--- config.mk ---
export PLATFORM = sky130hd
export DESIGN_NAME = instruction_fetch_flat
export DESIGN_NICKNAME = d
export VERILOG_FILES = /design/src/rtl/instruction_fetch_if.sv /design/src/rtl/instruction_fetch.sv /design/src/flat_wrapper.sv
export SDC_FILE = /design/constraint.sdc
export NUM_CORES = 1
export LEC_CHECK = 0
export BUFFER_PORTS_ARGS = -buffer_cell sky130_fd_sc_hd__buf_2
export CAP_MARGIN = 25
export CORE_ASPECT_RATIO = 1.4
export CORE_MARGIN = 1
export CORE_UTILIZATION = 44
export CTS_BUF_LIST = sky130_fd_sc_hd__clkbuf_8 sky130_fd_sc_hd__clkbuf_16
export DETAILED_ROUTE_END_ITERATION = 8
export PLACE_DENSITY_LB_ADDON = 0.05
export SETUP_SLACK_MARGIN = 0.3
export SYNTH_ARGS = -nofsm -noshare
export SYNTH_HDL_FRONTEND = slang
export SYNTH_SLANG_ARGS = --single-unit
--- constraint.sdc ---
create_clock -name Clock -period 3.5 [get_ports Clock]
set_input_delay 0.7 -clock Clock [delete_from_list [all_inputs] [get_ports Clock]]
set_output_delay 0.7 -clock Clock [all_outputs]
set_load 0.01 [all_outputs]
--- src/rtl/instruction_fetch_if.sv ---
// Bundles the instruction-memory read port and the decode-side handshake of the fetch unit.
// Handshake: a word transfers on a cycle where instr_valid and instr_ready are both high; instr_valid never depends on instr_ready.
interface instruction_fetch_if;
  logic [3:0]  mem_address;
  logic        mem_wren;
  logic [15:0] mem_din;
  logic [15:0] mem_q;
  logic        instr_valid;
  logic        instr_ready;
  logic [15:0] instr;
  logic [3:0]  instr_pc;
  logic [2:0]  op;
  logic [2:0]  rx;
  logic [2:0]  ry;
  logic [2:0]  rz;
  logic [3:0]  imm4;
  logic [6:0]  imm7;

  modport master (
    output mem_address, mem_wren, mem_din,
    input  mem_q,
    output instr_valid, instr, instr_pc, op, rx, ry, rz, imm4, imm7,
    input  instr_ready
  );

  modport slave (
    input  mem_address, mem_wren, mem_din,
    output mem_q,
    input  instr_valid, instr, instr_pc, op, rx, ry, rz, imm4, imm7,
    output instr_ready
  );
endinterface

--- src/rtl/instruction_fetch.sv ---
// Fetch unit: issues one PC per cycle into a registered-read instruction memory and
// queues returned words in a 2-entry buffer with credit-based flow control and redirect flush.
module instruction_fetch (
  input  logic                Clock,
  input  logic                Reset,
  input  logic                enable,
  input  logic                redirect_valid,
  input  logic [3:0]          redirect_pc,
  instruction_fetch_if.master bus
);

  localparam int DEPTH  = 2;
  localparam int ADDR_W = 4;

  logic [ADDR_W-1:0] pc;
  logic [ADDR_W-1:0] inflight_pc;
  logic              inflight;
  logic              squash;
  logic [15:0]       buf_word [DEPTH];
  logic [ADDR_W-1:0] buf_pc   [DEPTH];
  logic [1:0]        count;
  logic              head;

  logic              valid;
  logic              pop;
  logic              push;
  logic              issue;
  logic              tail;
  logic [2:0]        occupancy;

  assign bus.mem_address = pc;
  assign bus.mem_wren    = 1'b0;
  assign bus.mem_din     = 16'h0000;

  always_comb begin
    valid     = (count != 2'd0);
    pop       = valid & bus.instr_ready;
    // Redirect wins over the returning word, so a response visible this cycle is dropped.
    push      = inflight & ~squash & ~redirect_valid;
    occupancy = {1'b0, count} + {2'b00, inflight};
    // Only issue when the buffer is guaranteed a free slot when the word returns.
    issue     = enable & ~redirect_valid & (occupancy < (3'd2 + {2'b00, pop}));
    tail      = head ^ count[0];
  end

  always_ff @(posedge Clock) begin
    if (Reset) begin
      pc          <= '0;
      inflight    <= 1'b0;
      inflight_pc <= '0;
      squash      <= 1'b0;
      count       <= 2'd0;
      head        <= 1'b0;
    end else if (redirect_valid) begin
      pc       <= redirect_pc;
      inflight <= 1'b0;
      squash   <= inflight;
      count    <= 2'd0;
      head     <= 1'b0;
    end else begin
      squash   <= 1'b0;
      inflight <= issue;
      if (issue) begin
        inflight_pc <= pc;
        pc          <= pc + 4'd1;
      end
      head  <= head ^ pop;
      count <= count + {1'b0, push} - {1'b0, pop};
    end
  end

  // Storage needs no reset: contents are only visible while count marks them valid.
  always_ff @(posedge Clock) begin
    if (push) begin
      buf_word[tail] <= bus.mem_q;
      buf_pc[tail]   <= inflight_pc;
    end
  end

  always_comb begin
    bus.instr_valid = valid;
    bus.instr       = valid ? buf_word[head] : 16'h0000;
    bus.instr_pc    = valid ? buf_pc[head]   : 4'h0;
    bus.op          = bus.instr[15:13];
    bus.rx          = bus.instr[12:10];
    bus.ry          = bus.instr[9:7];
    bus.rz          = bus.instr[6:4];
    bus.imm4        = bus.instr[3:0];
    bus.imm7        = bus.instr[6:0];
  end

  push_into_full: assert property (@(posedge Clock) disable iff (Reset)
    !(push && count == 2'd2));

endmodule

--- src/flat_wrapper.sv ---
// flat-port wrapper written by rule: the top's interface ports become plain ports
module instruction_fetch_flat 
  (Clock, Reset, enable, redirect_valid, redirect_pc, bus_mem_address, bus_mem_wren, bus_mem_din, bus_mem_q, bus_instr_valid, bus_instr, bus_instr_pc, bus_op, bus_rx, bus_ry, bus_rz, bus_imm4, bus_imm7, bus_instr_ready);
  instruction_fetch_if bus_i ();
  input  logic Clock;
  input  logic Reset;
  input  logic enable;
  input  logic redirect_valid;
  input  logic [3:0] redirect_pc;
  output wire logic [$bits(bus_i.mem_address)-1:0] bus_mem_address;
  output wire logic [$bits(bus_i.mem_wren)-1:0] bus_mem_wren;
  output wire logic [$bits(bus_i.mem_din)-1:0] bus_mem_din;
  input wire logic [$bits(bus_i.mem_q)-1:0] bus_mem_q;
  output wire logic [$bits(bus_i.instr_valid)-1:0] bus_instr_valid;
  output wire logic [$bits(bus_i.instr)-1:0] bus_instr;
  output wire logic [$bits(bus_i.instr_pc)-1:0] bus_instr_pc;
  output wire logic [$bits(bus_i.op)-1:0] bus_op;
  output wire logic [$bits(bus_i.rx)-1:0] bus_rx;
  output wire logic [$bits(bus_i.ry)-1:0] bus_ry;
  output wire logic [$bits(bus_i.rz)-1:0] bus_rz;
  output wire logic [$bits(bus_i.imm4)-1:0] bus_imm4;
  output wire logic [$bits(bus_i.imm7)-1:0] bus_imm7;
  input wire logic [$bits(bus_i.instr_ready)-1:0] bus_instr_ready;
  assign bus_mem_address = bus_i.mem_address;
  assign bus_mem_wren = bus_i.mem_wren;
  assign bus_mem_din = bus_i.mem_din;
  assign bus_i.mem_q = bus_mem_q;
  assign bus_instr_valid = bus_i.instr_valid;
  assign bus_instr = bus_i.instr;
  assign bus_instr_pc = bus_i.instr_pc;
  assign bus_op = bus_i.op;
  assign bus_rx = bus_i.rx;
  assign bus_ry = bus_i.ry;
  assign bus_rz = bus_i.rz;
  assign bus_imm4 = bus_i.imm4;
  assign bus_imm7 = bus_i.imm7;
  assign bus_i.instr_ready = bus_instr_ready;
  instruction_fetch u_core (.Clock(Clock), .Reset(Reset), .enable(enable), .redirect_valid(redirect_valid), .redirect_pc(redirect_pc), .bus(bus_i));
endmodule
==> results.txt, run 1 <==
After synthesis the netlist holds a flip-flop and latch count of 53. The path type of the worst setup path is reg -> out. The number of hold buffers added after CTS was 0.

The fraction of the mapped netlist area in compound gates is 0.0506. The final RePlAce weighted congestion came out at 0.747. The leakage power summed over all cells is 0.00119 uW. The count of cells resized by post-cts repair is 0. The Yosys warning count came out at 0. The mean routed wirelength per cell is 12.1 um. The total setup violations reported at the end of the flow is 0.

The multiplexer area fraction after synthesis is 0.0809. Clock tree synthesis selected as its root buffer the cell sky130_fd_sc_hd__clkbuf_8. The average size of a mapped cell is 12.2 um^2. In this run the worst hold path is classified as reg -> reg. The post-route clock period utilization is 0.611. The number of antenna violations at the first check in global routing is 0. The delay of the slowest critical-path stage is 0.35 ns. The buffer levels on the longest clock path is 2. The global-route wire length before repair came out at 6290 um. The effective utilization at floorplan is 0.469. In this design, the largest share of critical-path delay is due to buffers and inverters.

After floorplanning, the core was divided into 31 placement rows. The number of max-slew violations in the final report came to 0. After detailed routing, the number of vias per cell comes to 4.69. The kind of capture point of the worst setup path is a primary output. The buffers inserted during post-CTS setup optimization is 0. Based on the critical path, the design can be clocked at up to 0.467 GHz. The depth of the worst register-to-register path came out at 6. The reg-to-reg setup timing slack is 1.57 ns. The gate count of the mapped netlist is 203.

Before antenna repair, the detailed router went through 4 iterations. The most common cell after layout, fill and taps aside is sky130_fd_sc_hd__buf_2. The count of buffering cells on the critical path with inverters included is 2. The critical path data required time came out at 2.80 ns.

The setup total negative slack is 0 ns. The area share of fa/ha/maj cells after synthesis is 0.0253. The number of antenna diodes in the final layout is 0.

The number of global-route vias before repair came out at 1,402. Leaving out fill and tap cells, the most frequent cells in the layout are sky130_fd_sc_hd__buf_2, sky130_fd_sc_hd__edfxtp_1, sky130_fd_sc_hd__nor2_1. The power per cell area is 391 nW/um^2. For this run, design rule violations remaining after detail routing come to 0. The area of the core came out at 5280 um^2. The tool flagged a number of max-cap violations equal to 0. Summing every instance area after synthesis gives 2470 um^2. The floorplan step set the die height to 90.7 um. The run finished with clean final reports. The number of clock sinks came out at 53. The worst clock skew on the final layout is 0.00827 ns.

The startpoint of the tightest hold check path is u_core.inflight_pc[2]. The worst endpoint data arrival time is 1.44 ns. The count of nets left with antenna violations once routing finished came out at 0. Prior to clock tree synthesis, the placed netlist has a worst setup slack of 1.51 ns. In this run, placement finished with an instance count of 313.

The clock tree synthesis step divided the H-tree into 2 levels. Across every metal layer, demand over resource in global routing totals 0.141. The number of unique standard cell types used by synthesis is 35.

The post-synthesis share of cell area spent on xor and xnor gates came out at 0.0142. Setup repair after global routing left no endpoint under its margin. The total of buffers placed on input and output ports came out at 72. The pin count of the biggest net entering global routing is 23. The slew at the pin with the worst max-slew slack came out at 0.573 ns. The worst hold path was traced through 0 stages.

The peak supply drop is 0.186 mV. Detailed placement ended at an HPWL of 2760 um. The number of buffers created by CTS is 5. The fraction of the core area covered by cells at the end of the flow came out at 0.524.

The wire length reported by the detailed router is 3880 um. By area, the combinational part of the netlist is dominated by buffers and inverters. The path with the worst hold slack has its endpoint at u_core.buf_pc[1][2]. The later-pin clock latency in the skew report is 0.30 ns.

The clock edge transition at the registers on the reported setup and hold paths came out at 0.09 ns. The area growth from synthesis to layout is 11.7%. In this run the critical register-to-register path is captured at u_core.bus.mem_address[3]. The chip width is 65.4 um. The basic-gate share of the synthesized area counting and, or, nand and nor cells is 0.0900. The worst setup slack after layout came out at 1.36 ns. The worst hold slack is 0.461 ns. TritonCTS built the clock tree.

The share of the yosys chip area belonging to registers came out at 0.591. Among all stages on the critical path, the largest delay is contributed by sky130_fd_sc_hd__buf_4. The normalized max-slew margin came out at 0.617.

Of the cells placed in the final design, the portion with a size suffix greater than 1 is 0.329. The worst setup path is launched from a flip-flop. The number of standard cells in the final layout excluding fillers came out at 321.

The total via count after detailed routing is 1,507. The area of the die is 5930 um^2. The startpoint of the most critical register-to-register path is u_core.count[0].

Along the worst path, the maximum fanout reaches 22. The count of boundary I/O pins came out at 90. The final critical delay including setup and external delays is 2.14 ns. The number of nets in the final layout came out at 284.

The hold violation total from the final report is 0. The count of routing violations after the opening detailed-route iteration is 36. Walking the worst path, the cells encountered are buf_4 > mux2i_1 > nor2_1 > buf_2. The total global routing overflow came out at 0.
## sequential cells by signal (all words and copies together) (netlist names)
name                    cells
u_core.inflight             1
u_core.squash               1
u_core.buf_word            32
u_core.inflight_pc          4
u_core.bus.mem_address      4
u_core.buf_pc               8
u_core.head                 1
u_core.count                2
## worst max-delay path by stage
stage / startpoint / to / slack (ns) / cells after the start
floorplan: redirect_valid / u_core.buf_pc[0][0] / 0.93 / 2
global placement: redirect_valid / u_core.bus.mem_address[3] / 1.56 / 5
detailed placement: redirect_valid / u_core.bus.mem_address[3] / 1.51 / 5
CTS: u_core.head / bus_op[0] / 1.33 / 4
global route: u_core.head / bus_imm7[6] / 1.27 / 4
finish: u_core.head / bus_op[0] / 1.36 / 4
## worst register-to-register path, cell delays in order (launching register included)
cell and delay (ns):
sky130_fd_sc_hd__dfxtp_1 0.37, sky130_fd_sc_hd__ha_1 0.22, sky130_fd_sc_hd__ha_1 0.20, sky130_fd_sc_hd__nor3b_1 0.49, sky130_fd_sc_hd__nand4_1 0.20, sky130_fd_sc_hd__o211ai_1 0.20, sky130_fd_sc_hd__o311ai_1 0.13
## cells in the mapped netlist
cell / number / area share
sky130_fd_sc_hd__buf_6: 1 / 0.0046
sky130_fd_sc_hd__a311oi_1: 2 / 0.0071
sky130_fd_sc_hd__nor3b_1: 3 / 0.0091
sky130_fd_sc_hd__nor4b_1: 1 / 0.0035
sky130_fd_sc_hd__nand3_1: 4 / 0.0081
sky130_fd_sc_hd__mux2i_1: 20 / 0.081
sky130_fd_sc_hd__edfxtp_1: 40 / 0.49
sky130_fd_sc_hd__ha_1: 5 / 0.025
sky130_fd_sc_hd__buf_4: 40 / 0.12
sky130_fd_sc_hd__xor2_1: 3 / 0.011
sky130_fd_sc_hd__o211ai_1: 1 / 0.0030
sky130_fd_sc_hd__nand3b_1: 1 / 0.0030
sky130_fd_sc_hd__a31oi_1: 1 / 0.0025
sky130_fd_sc_hd__nand2b_1: 1 / 0.0025
sky130_fd_sc_hd__nor2b_1: 1 / 0.0025
sky130_fd_sc_hd__and2_1: 2 / 0.0051
sky130_fd_sc_hd__o311ai_1: 1 / 0.0035
sky130_fd_sc_hd__and3_1: 1 / 0.0025
sky130_fd_sc_hd__a21oi_1: 4 / 0.0081
sky130_fd_sc_hd__a221oi_1: 1 / 0.0035
sky130_fd_sc_hd__o21ai_0: 3 / 0.0061
sky130_fd_sc_hd__o21ai_2: 1 / 0.0035
sky130_fd_sc_hd__nand2_1: 2 / 0.0030
sky130_fd_sc_hd__nor3_1: 2 / 0.0040
sky130_fd_sc_hd__nand4_1: 1 / 0.0025
sky130_fd_sc_hd__or3_1: 3 / 0.0076
sky130_fd_sc_hd__nor2_1: 24 / 0.036
sky130_fd_sc_hd__o21ai_1: 5 / 0.010
sky130_fd_sc_hd__inv_1: 6 / 0.0091
sky130_fd_sc_hd__buf_2: 2 / 0.0040
sky130_fd_sc_hd__conb_1: 1 / 0.0015
sky130_fd_sc_hd__xnor2_1: 1 / 0.0035
sky130_fd_sc_hd__o21a_1: 1 / 0.0030
sky130_fd_sc_hd__dfxtp_1: 13 / 0.11
sky130_fd_sc_hd__clkbuf_1: 5 / 0.0076
## power breakdown
part           internal, uW  total (uW)  leakage [uW]  switching (uW)
combinational          30.6        77.8      0.000681            47.2
clock                   135         309     0.0000430             174
sequential              685         693      0.000463            7.52
total                   851        1080       0.00119             229
## area by class of cell
cell class                      instances  area, um^2
Inverter                                6        22.5
Clock inverter                          3        12.5
Fill cell                             502        2510
Tap cell                               66        82.6
Timing Repair Buffer                   76         390
Sequential cell                        53        1460
Clock buffer                            5        68.8
Multi-Input combinational cell        112         724
## cells by family after synthesis
logic type / Yosys count
AND/OR/NAND/NOR: 46
other: 1
buffers and inverters: 54
flip-flops: 53
adder cells (fa/ha/maj): 5
XOR/XNOR: 4
multiplexers: 20
AO/OA/AOI/OAI: 20
## metal layers
metal	track usage	vias to the layer above	routed length [um]
li1	-	760	-
met1	0.154	687	1550
met2	0.249	53	2030
met3	0.0341	7	224
met4	0.0616	0	71
met5	0	-	0
## through the flow
step / power [uW] / area [um^2]
2_1_floorplan: 769 / 2540
3_3_place_gp: 785 / 2680
3_5_place_dp: 786 / 2680
4_1_cts: 1090 / 2760
5_1_grt: 1120 / 2760
6_report: 1080 / 2760
Power figures use the tool's default switching activity.
==> run 2, diff against run 1 <==
==> constraint.sdc (replaced) <==
create_clock -name Clock -period 1.9 [get_ports Clock]
set_input_delay 0.38 -clock Clock [delete_from_list [all_inputs] [get_ports Clock]]
set_output_delay 0.38 -clock Clock [all_outputs]
set_load 0.01 [all_outputs]
==> results.txt, run 2 (synthesis gave the netlist of run 1 again) <==
The run finished with clean final reports. The worst endpoint data arrival time came to 1.29 ns (-0.15 ns). The wire length reported by the detailed router came to 4610 um (+19%). STA classifies the critical path endpoint as a primary output. The number of flip-flops in the largest register is 32 (unchanged). The number of clock sinks was 53 (unchanged). The total via count after detailed routing is 1,601 (+6.2%). The largest individual stage delay along the critical path comes from the cell sky130_fd_sc_hd__dfxtp_4. Derived from the worst setup path, the maximum achievable clock frequency is 0.598 GHz. The register with the most flip-flops is u_core.buf_word. The later-pin clock latency in the skew report is 0.30 ns (about the same). The number of antenna violations at the first check in global routing is 0 (unchanged). The critical path data required time came out at 1.52 ns (-1.28 ns). The clock tree from TritonCTS is yes. The placed wire-length estimate was 2980 um (+7.8%). The effective utilization at floorplan came out at 0.469 (unchanged). The chip width is 65.4 um (unchanged). The pin count of the biggest net entering global routing is 21 (-8.7%).

In this run the most used layer during global routing was met2. The total number of placement rows was 31 (unchanged). The total global routing overflow came out at 0 (unchanged). The number of max-slew violations in the final report is 0 (unchanged). The number of buffers created by CTS came to 5 (unchanged). The final RePlAce weighted congestion was 0.718 (-3.8%). The first-pass detailed-route iteration total is 4 (unchanged).

The hold violation total from the final report is 0 (unchanged). The layout cell share with drive strength beyond 1 came out at 0.448 (+0.119). The global-route met3 utilization came out at 0.0341 (unchanged). The leakage power summed over all cells came to 0.00130 uW (+9.6%). The fraction of the core area covered by cells at the end of the flow is 0.581 (+0.0572). The count of routing violations after the opening detailed-route iteration came out at 45 (+25%). The area of the die is 5930 um^2 (unchanged).

The count of filler cells inserted in the layout was 487 (-3.0%). The most common cell after layout, fill and taps aside is sky130_fd_sc_hd__buf_2. The count of boundary I/O pins came out at 90 (unchanged). The peak supply drop is 0.458 mV (+150%).

The power per cell area was 663 nW/um^2 (+70%). The buffer levels on the longest clock path is 2 (unchanged). The total setup violations reported at the end of the flow came out at 0 (unchanged).

The global-route wire length before repair is 6980 um (+11%). The number of remaining DRC errors came out at 0 (unchanged). The worst setup path is of the reg -> out kind. The total of buffers placed on input and output ports came out at 72 (unchanged). The largest registers in the layout are u_core.buf_word (32), u_core.buf_pc (8). The number of nets in the final layout is 299 (+5.3%). The area of the core is 5280 um^2 (unchanged). The number of nets with antenna violations after routing is 0 (unchanged). The die height was 90.7 um (unchanged).

The post-route clock period utilization came out at 0.879. Leaving out fill and tap cells, the most frequent cells in the layout are sky130_fd_sc_hd__buf_2, sky130_fd_sc_hd__edfxtp_1, sky130_fd_sc_hd__nor2_1. The critical path goes through buf_12 > mux2i_1 > nor2_1 > buf_2.

The setup total negative slack came out at 0 ns (unchanged). The number of vias per cell came to 4.76 (+1.5%). Setup repair after global routing could not meet its margin everywhere. The level count of the clock H-tree came out at 2 (unchanged). The number of diodes came to 0 (unchanged). The met1 routing resource usage after global routing is 0.173 (+0.0191). The max-capacitance violation count is 0 (unchanged).

The final critical delay including setup and external delays came out at 1.67 ns. The number of global-route vias before repair came out at 1,489 (+6.2%). The clock edge transition at the registers on the reported setup and hold paths was 0.09 ns (about the same).

The maximum net fanout on the critical path came out at 11 (-50%). The root buffer selected by CTS is sky130_fd_sc_hd__clkbuf_8. The delay of the slowest critical-path stage came out at 0.40 ns (+0.05 ns). The global-route usage over all layers came to 0.155 (+0.0144).

The area growth from synthesis to layout is 23.9%. The met2 usage is 0.283 (+0.0335). The worst clock skew on the final layout was 0.0103 ns (+0.00203 ns). The mean routed wirelength per cell is 13.7 um (+14%). The path class of the tightest hold or removal check is in -> reg. The worst setup path is launched from a flip-flop.
run 2: stage by stage:
step	instances	instance area, um^2	setup slack, ns	power, uW	hold slack (ns)
global placement	316	2770	0.242	1450	0.432
global route	336	3060	0.172	2110	0.252
CTS	332	2970	0.208	2040	0.259
floorplan	219	2590	0.128	1420	0.422
detailed placement	316	2770	0.220	1450	0.448
finish	336	3060	0.229	2030	0.268
run 2: where the power goes:
part,switching (uW),internal (uW)
clock network,334,252
logic,95.3,74.6
registers,16.0,1260
run 2: layout make-up:
type,instances,area [um^2],area share
flip-flops and latches,53,1470,0.481
multi-input cells,112,836,0.273
repair buffers,91,567,0.185
well taps,66,82.6,0.0269
clock buffers,5,68.8,0.0225
inverters,6,22.5,0.00735
clock inverters,3,13.8,0.00449
run 2: worst paths after layout:
check             cells past startpoint             startpoint  slack [ns]                        end
setup / recovery                      4            u_core.head        0.23                  bus_op[0]
hold / removal                        1          bus_mem_q[14]        0.27     u_core.buf_word[0][14]
setup reg to reg                      6        u_core.count[0]        0.33  u_core.bus.mem_address[2]
hold reg to reg                       0  u_core.inflight_pc[0]        0.47        u_core.buf_pc[1][0]
run 2: critical path: cells and delay by family, from the launching register on:
| family | cells | cell delay (ns) |
|---|---|---|
| flops | 1 | 0.40 |
| buf+inv | 2 | 0.30 |
| mux | 1 | 0.21 |
| simple gates | 1 | 0.08 |
run 2: repair_timing:
item,CTS,global route
hold endpoints to repair,0,0
setup endpoints to repair,48,68
buffers inserted,6,3
hold buffers,0,0
gates resized for setup,15,17
gates cloned,2,1
pin swaps,2,10
run 2: layer usage:
metal,share of wire,vias to the layer above
met5,0,-
met4,0.012,0
met3,0.051,5
met2,0.55,53
met1,0.39,756
li1,-,787
==> run 3, diff against run 2 <==
--- a/config.mk
+++ b/config.mk
@@ -12,7 +12,7 @@
 export CORE_UTILIZATION = 44
 export CTS_BUF_LIST = sky130_fd_sc_hd__clkbuf_8 sky130_fd_sc_hd__clkbuf_16
 export DETAILED_ROUTE_END_ITERATION = 8
-export PLACE_DENSITY_LB_ADDON = 0.05
+export PLACE_DENSITY = 0.8
 export SETUP_SLACK_MARGIN = 0.3
 export SYNTH_ARGS = -nofsm -noshare
 export SYNTH_HDL_FRONTEND = slang
==> results.txt, run 3 (synthesis gave the netlist of run 1 again) <==
The run finished with clean final reports. The global-route wire length before repair was 7040 um (+0.80%). The total global routing overflow was 0 (unchanged).

The worst setup path is launched from a flip-flop. In the layout the commonest cells are sky130_fd_sc_hd__buf_2, sky130_fd_sc_hd__edfxtp_1, sky130_fd_sc_hd__nor2_1. The level count of the clock H-tree is 2 (unchanged).

The later-pin clock latency in the skew report came out at 0.30 ns (about the same). The final RePlAce weighted congestion came to 0.743 (+3.5%). The total setup violations reported at the end of the flow came out at 0 (unchanged).

The clock edge transition at the registers on the reported setup and hold paths came to 0.09 ns (about the same). In this run the most used layer during global routing was met2. The count of routing violations after the opening detailed-route iteration came out at 14 (-69%).

The global-route met3 utilization came out at 0.0366 (+0.00253). The total via count after detailed routing was 1,616 (+0.94%). The placement-stage worst setup slack is 0.201 ns (-0.0190 ns). The number of standard cells in the final layout excluding fillers was 332 (-1.2%). The number of vias per cell came out at 4.87 (+2.2%). The area of the die was 5930 um^2 (unchanged). The chip width came out at 65.4 um (unchanged). The number of global-route vias before repair came to 1,473 (-1.1%). The global-route usage over all layers came to 0.159 (+0.00400). The max-capacitance violation count is 0 (unchanged).

The peak supply drop is 0.403 mV (-12%). In this run the critical register-to-register path is launched from u_core.count[0]. The placed cell count is 314 (-0.63%).

The maximum net fanout on the critical path is 10 (-1). The met1 routing resource usage after global routing is 0.169 (-0.00383). In the final layout, the registers with the most flip-flops are u_core.buf_word (32), u_core.buf_pc (8).

The mean routed wirelength per cell is 13.5 um (-1.2%). The worst setup path endpoint is bus_instr[13]. The first-pass detailed-route iteration total is 4 (unchanged). The effective utilization at floorplan came to 0.469 (unchanged).

The count of filler cells inserted in the layout came out at 450 (-7.6%). Compared with the post-synthesis result, the final layout area differs by 25.1%. The number of nets with antenna violations after routing came out at 0 (unchanged).

The reg-to-reg setup timing slack is 0.32 ns (about the same). The total number of placement rows came out at 31 (unchanged). The wire length reported by the detailed router came out at 4500 um (-2.4%). The worst setup slack after layout was 0.223 ns (-0.00643 ns).

The number of remaining DRC errors is 0 (unchanged). The startpoint of the most critical setup path is u_core.head. The number of flip-flops in the largest register is 32 (unchanged).

The number of clock sinks came out at 53 (unchanged). The hold violation total from the final report is 0 (unchanged). The area of the core came out at 5280 um^2 (unchanged). The worst hold-check path type is in -> reg. The post-route clock period utilization was 0.883 (+0.00339). The met2 usage came to 0.295 (+0.0120). The number of antenna violations at the first check in global routing came out at 0 (unchanged). The number of max-slew violations in the final report came out at 0 (unchanged). The summed area of non-filler cells in the final layout is 3090 um^2 (+0.98%). The layout cell share with drive strength beyond 1 is 0.459 (+0.0105). The root buffer selected by CTS is sky130_fd_sc_hd__clkbuf_8. The worst clock skew on the final layout was 0.00400 ns (-0.00630 ns).

The library cell used most frequently in the layout, excluding fill and tap cells, is sky130_fd_sc_hd__buf_2. The total of buffers placed on input and output ports came to 72 (unchanged). Setup repair after global routing could not meet its margin everywhere. The leakage power summed over all cells is 0.00129 uW (-0.46%). The endpoint of the worst register-to-register path is u_core.bus.mem_address[2]. The kind of capture point of the worst setup path is a primary output.

The die height came out at 90.7 um (unchanged). The setup total negative slack is 0 ns (unchanged). The worst endpoint data arrival time came out at 1.30 ns (about the same).

The standard cell area after detailed placement is 2750 um^2 (-0.54%). The number of diodes came out at 0 (unchanged). The power per cell area was 711 nW/um^2 (+7.2%). The final critical delay including setup and external delays is 1.68 ns (+0.00643 ns).

The placed wire-length estimate is 2960 um (-0.69%). The number of buffers created by CTS came to 5 (unchanged). The critical path data required time is 1.52 ns (about the same).

The buffer levels on the longest clock path came out at 2 (unchanged). The maximum clock rate was 0.596 GHz (-0.38%). TritonCTS built the clock tree. The critical path in this run is classified as reg -> out. u_core.buf_word holds more flip-flops than any other register. The number of nets in the final layout is 295 (-1.3%). The pin count of the biggest net entering global routing came out at 21 (unchanged). The depth of the worst register-to-register path came out at 6 (unchanged).

The count of boundary I/O pins came to 90 (unchanged).
run 3: metal layers:
layer	vias to the layer above	share of wire	routed length [um]
met3	4	0.058	260
li1	779	-	-
met5	-	0	0
met2	69	0.56	2520
met1	764	0.37	1670
met4	0	0.011	49
run 3: cell type report:
type | count | area (um^2) | share of cell area
Multi-Input combinational cell | 112 | 858 | 0.277
Inverter | 6 | 22.5 | 0.00728
Sequential cell | 53 | 1470 | 0.476
Tap cell | 66 | 82.6 | 0.0267
Clock inverter | 1 | 5.00 | 0.00162
Timing Repair Buffer | 87 | 533 | 0.172
Clock buffer | 7 | 119 | 0.0384
run 3: critical path, stage by stage, from the launching register on:
cell                      delay (ns)
sky130_fd_sc_hd__dfxtp_4        0.40
sky130_fd_sc_hd__buf_12         0.16
sky130_fd_sc_hd__mux2i_2        0.23
sky130_fd_sc_hd__nor2_2         0.07
sky130_fd_sc_hd__buf_2          0.14
run 3: through the flow:
stage | power (uW) | hold slack, ns | utilization
after floorplan | 1420 | 0.422 | -
after global placement | 1440 | 0.432 | 0.522
after detailed placement | 1450 | 0.438 | 0.522
after CTS | 2200 | 0.261 | 0.563
after global routing | 2290 | 0.252 | 0.587
final | 2200 | 0.268 | 0.587
run 3: power by group:
part | internal (uW) | total (uW) | switching [uW]
logic | 70.5 | 165 | 94.0
clock network | 417 | 759 | 342
registers | 1260 | 1280 | 16.4
total | 1750 | 2200 | 452
run 3: how the worst min path moves through the flow:
stage	to	depth (start not counted)	start	slack (ns)
2_1_floorplan	u_core.buf_pc[0][0]	0	u_core.inflight_pc[0]	0.42
3_3_place_gp	u_core.buf_pc[1][2]	0	u_core.inflight_pc[2]	0.43
3_5_place_dp	u_core.buf_pc[1][1]	0	u_core.inflight_pc[1]	0.44
4_1_cts	u_core.buf_word[1][0]	1	bus_mem_q[0]	0.26
5_1_grt	u_core.buf_word[0][0]	1	bus_mem_q[0]	0.25
6_report	u_core.buf_word[1][0]	1	bus_mem_q[0]	0.27
run 3: what timing repair did:
action,CTS,global route
hold buffers,0,0
buffers inserted,2,6
cloned,2,0
gates resized for setup,16,17
pin swaps,1,11
endpoints found under the setup margin,48,68
